**config.mk**
```make
export PLATFORM = sky130hd
export DESIGN_NAME = otp_stream_decryptor
export DESIGN_NICKNAME = d
export VERILOG_FILES = /design/src/rtl/otp_stream_decryptor.sv
export SDC_FILE = /design/constraint.sdc
export NUM_CORES = 1
export LEC_CHECK = 0
export BUFFER_PORTS_ARGS = -buffer_cell sky130_fd_sc_hd__buf_2
export CORE_UTILIZATION = 24
export DETAILED_ROUTE_END_ITERATION = 6
export PLACE_DENSITY = 0.5
export SLEW_MARGIN = 20
export SYNTH_ARGS = -nofsm -noshare
export SYNTH_HDL_FRONTEND = slang
export SYNTH_SLANG_ARGS = --single-unit
export TNS_END_PERCENT = 30
```
**constraint.sdc**
```tcl
create_clock -name clk -period 1.6 [get_ports clk]
set_input_delay 0.24 -clock clk [delete_from_list [all_inputs] [get_ports clk]]
set_output_delay 0.24 -clock clk [all_outputs]
set_load 0.01 [all_outputs]
```
**src/rtl/otp_stream_decryptor.sv**
```systemverilog
// otp_stream_decryptor: serial one-time-pad decryptor with byte deserializer.
// Optional even-parity frame bit over ciphertext enabled by OTP_PARITY_EN.
module otp_stream_decryptor #(
    parameter int               KEY_W = 16,
    parameter logic [KEY_W-1:0] TAPS  = 16'hB400
) (
    input  logic             clk,
    input  logic             reset,
    input  logic             start,
    input  logic             stop,
    input  logic [KEY_W-1:0] seed,
    input  logic             cipher_bit,
    input  logic             cipher_valid,
    output logic [7:0]       plain_byte,
    output logic             plain_valid,
    input  logic             plain_ready,
    output logic             busy,
`ifdef OTP_PARITY_EN
    output logic             parity_err,
`endif
    output logic             overrun
);

`ifdef OTP_PARITY_EN
    localparam int            CW   = 4;
    localparam logic [CW-1:0] LAST = 4'd8;
`else
    localparam int            CW   = 3;
    localparam logic [CW-1:0] LAST = 3'd7;
`endif

    typedef enum logic {
        S_IDLE,
        S_RUN
    } state_t;

    state_t           r_state;
    state_t           w_state_nx;
    logic [KEY_W-1:0] r_lfsr;
    logic [CW-1:0]    r_cnt;
    logic [7:0]       r_sh;
    logic             r_par;

    logic             w_consume;
    logic             w_data;
    logic             w_done;
    logic             w_free;
    logic             w_p;
    logic [7:0]       w_byte;
    logic [KEY_W-1:0] w_seed;
    logic [KEY_W-1:0] w_lfsr_nx;

    // A start in RUN restarts the stream, so the bit on that cycle is ignored.
    assign w_consume = (r_state == S_RUN) && cipher_valid && !start;
    assign w_p       = cipher_bit ^ r_lfsr[0];
    assign w_done    = w_consume && (r_cnt == LAST);
    assign w_free    = !plain_valid || plain_ready;
    assign w_seed    = (seed == '0) ? {{(KEY_W-1){1'b0}}, 1'b1} : seed;
    assign w_lfsr_nx = r_lfsr[0] ? ((r_lfsr >> 1) ^ TAPS) : (r_lfsr >> 1);
    assign busy      = (r_state == S_RUN);

`ifdef OTP_PARITY_EN
    // The 9th bit is the parity bit: not decrypted, no keystream step.
    assign w_data = (r_cnt != LAST);
    assign w_byte = r_sh;
`else
    assign w_data = 1'b1;
    assign w_byte = {w_p, r_sh[6:0]};
`endif

    // Next-state logic: start has priority over stop.
    always_comb begin
        w_state_nx = r_state;
        if (start) begin
            w_state_nx = S_RUN;
        end else if (stop) begin
            w_state_nx = S_IDLE;
        end
    end

    // State register.
    always_ff @(posedge clk) begin
        if (reset) begin
            r_state <= S_IDLE;
        end else begin
            r_state <= w_state_nx;
        end
    end

    // Keystream, bit counter, shift register and running ciphertext parity.
    always_ff @(posedge clk) begin
        if (reset) begin
            r_lfsr <= {{(KEY_W-1){1'b0}}, 1'b1};
            r_cnt  <= '0;
            r_sh   <= '0;
            r_par  <= 1'b0;
        end else if (start) begin
            r_lfsr <= w_seed;
            r_cnt  <= '0;
            r_sh   <= '0;
            r_par  <= 1'b0;
        end else if (w_consume) begin
            r_cnt <= w_done ? '0 : r_cnt + 1'b1;
            if (w_data) begin
                r_lfsr           <= w_lfsr_nx;
                r_sh[r_cnt[2:0]] <= w_p;
                r_par            <= r_par ^ cipher_bit;
            end
            if (w_done) begin
                r_par <= 1'b0;
            end
        end
    end

    // Output holding register, handshake and sticky error flags.
    always_ff @(posedge clk) begin
        if (reset) begin
            plain_byte  <= 8'h00;
            plain_valid <= 1'b0;
            overrun     <= 1'b0;
`ifdef OTP_PARITY_EN
            parity_err  <= 1'b0;
`endif
        end else begin
            if (w_done && w_free) begin
                plain_byte  <= w_byte;
                plain_valid <= 1'b1;
            end else if (plain_valid && plain_ready) begin
                plain_valid <= 1'b0;
            end
            if (w_done && !w_free) begin
                overrun <= 1'b1;
            end
`ifdef OTP_PARITY_EN
            if (w_done && (r_par ^ cipher_bit)) begin
                parity_err <= 1'b1;
            end
`endif
        end
    end

endmodule

```
==> impl_results.md <==
- PortBufs: 33
- Drt first pass iters: 4
- Pin count of the biggest net entering global routing: 30
- Vias: 1577
- Starting density of the core: 25.0%
- Wirelength per Cell: 13.0 um
- Commonest non-fill, non-tap cells in the layout: dfxtp_1, buf_2, nor3_1, a21oi_1, nor2b_1
- Die width: approximately 89 um
- CP max FO: 9
- Critical Path, Cell by Cell: ha_1 -> ha_1 -> clkinv_1 -> o31ai_1 -> a21oi_1
- DR vias/cell: roughly 4.8
- Synthesized area: 1830 um^2
- HP Class: in2reg
- Sequential area share after synthesis: between 40% and 50%
- Yosys cell types: 37
- Post-route clock period utilization: 88.1%
- Die height: 89.4 um
- Synth Net Count: ~230
- Status: completed
- Worst Path Buf+Inv: 1
- Ys flop type: dfxtp_1
- Row count: 31
- Fin crit period: 1.41 ns
- LEAKAGE: 0.887 nW
- Hold depth: 3
- R2R depth: 5
- Vias in the first global route: 1455
- Total Power Consumption: about 1.8 mW
- Clk slew on worst S/H paths: 0.08 ns
- Clock Latency Late Sink: 0.29 ns
- Skew final: 0.00804 ns
- CTS buffer count: 5
- Synthesized area per cell: 9.17 um^2
- Final setup fails: 0
- Clock root cell: clkbuf_8
- Slew Limit Fails: 0
- Net count, final: 256
- Relative slew slack: 47.9%
- Final Routed Wirelength: 4310 um
- # Post-CTS Setup Buffers: 0
- Share of post-route cells with drive strength above 1: between 20 and 30%
- First-pass GRT wire length: 7200 um
- Worst Setup End Kind: register
- CP Depth: 5
- H-tree Lvls: 2
- Synthesized flop and latch total: 37
- Gp weighted congestion: slightly above 0.7
- Worst setup SP type: register
- Top delay family on crit path: compound AO/OA/AOI/OAI gates
- Ys Warns: 0
- Post-route DRC violation count: 0
- Async set-or-reset flop fraction in the synthesized netlist: 0%
- Post-DP HPWL: 3000 um
- GRT overflow: 0
- Fin Setup TNS: 0 ns
- CP arrival: ~1.6 ns
- CP Data Required Time: ~1.8 ns
- Slew @ Worst Pin: about 0.78 ns
- Area of the die: 8000 um^2
- Clock Sinks: 37
- RSZ-0062 raised after global routing: no
- Antenna cells: 0
- Area grow syn2layout: 17.7%
- Final ANT Viol Nets: 0
- Initial antenna violation count: 0
- Total Routing Usage GR: 11.8%
- Largest stage delay on the critical path: 0.34 ns
- PwrDens: 846 nW/um^2
- First DRT Iteration DRCs: 46
- Syn Inst Count: 200
- Post-synth EDFFs: 0
- Cell mode on critical path: ha_1
- Ports: 34
- Total of max-cap violations: 0
- CTS tree: built
- Slowest cell on crit path: dfxtp_1
- Max Freq: 709 MHz
- Crit Path Class: reg2reg
- Post-CTS sizing: 0
- Core area: 7330 um^2
- Clock Path Buffers: 2
- Max VDD drop: 0.246 mV
- Fin. Hold Viols: 0
- Hold Buf Count CTS: 0
- Most common cell after layout, fill and taps aside: dfxtp_1
worst register-to-register path, delay by kind of cell (launching register included):
kind | cells | cell delay [ns]
compound gates | 2 | 0.43
buf+inv | 1 | 0.23
flops | 1 | 0.34
fa+ha+maj | 2 | 0.30
flip-flops by register name, indices dropped and copies added (netlist names):
signal / cells
r_sh: 7
plain_valid: 1
r_cnt: 3
plain_byte: 8
busy: 1
r_lfsr: 16
overrun: 1
metrics by stage:
step	worst slack (ns)	instance area (um^2)	utilization, %	hold WS, ns	instances
floorplan	0.185	1830	-	0.385	200
global placement	0.221	2080	28.3	0.452	323
detailed placement	0.208	2080	28.3	0.460	323
CTS	0.186	2160	29.5	0.213	331
global route	0.0555	2160	29.5	0.231	331
finish	0.190	2160	29.5	0.222	331
logic make-up (layout without fill, tap and decap cells):
logic type / Yosys count / count (layout) / synth area share [%]
AO/OA/AOI/OAI: 43 / 43 / 16.0
multiplexers: 9 / 9 / 4.91
flip-flops: 37 / 37 / 40.4
adder cells (fa/ha/maj): 2 / 2 / 1.36
AND/OR/NAND/NOR: 83 / 83 / 27.6
buffers and inverters: 22 / 54 / 7.43
XOR/XNOR: 4 / 4 / 2.32
synthesized netlist by cell type (2+ instances only):
library cell  number  area [um^2]
nor4b_2            2         30.0
nor2b_1           13         81.3
nand4b_1           2         17.5
mux2i_1            9         90.1
nand3_1            2         10.0
a311o_1            3         30.0
a21oi_1           15         75.1
buf_6              6         67.6
xnor2_1            3         26.3
ha_1               2         25.0
nand2_1           11         41.3
nor3_1            15         75.1
buf_2              4         20.0
clkbuf_1           9         33.8
nand4_1            8         50.1
nor2_1             6         22.5
dfxtp_1           37          741
nor4_1             6         37.5
and3_1            11         68.8
a211oi_1          12         90.1
o31ai_1            7         52.6
a31oi_1            2         12.5
final cells by class:
type	instances	area, um^2
clock buffer	6	72.6
clock inverter	2	10.0
fill	812	5170
inverter	2	7.51
multi-input combinational	141	957
sequential	37	741
tap	99	124
timing repair buffer	44	248
path summary, 6_finish.rpt:
| kind | from | to | slack, ns |
|---|---|---|---|
| setup / recovery | r_cnt[1] | plain_byte[6] | 0.19 |
| hold / removal | seed[10] | r_lfsr[10] | 0.22 |
| setup reg to reg | r_cnt[1] | plain_byte[6] | 0.19 |
| hold reg to reg | plain_byte[4] | plain_byte[4] | 0.47 |
routing by layer:
| layer | vias to the layer above | track usage, % | part of all wire, % |
|---|---|---|---|
| met3 | 5 | 2.77 | 4.9 |
| met4 | 0 | 4.76 | 1.3 |
| met1 | 724 | 16.5 | 53 |
| li1 | 804 | - | - |
| met5 | - | 0 | 0 |
| met2 | 44 | 17.5 | 41 |
report_power, final:
part | internal, mW | switching, mW
registers | 0.952 | 0.0204
clock network | 0.302 | 0.346
logic | 0.0907 | 0.115
Power figures use the tool's default switching activity.
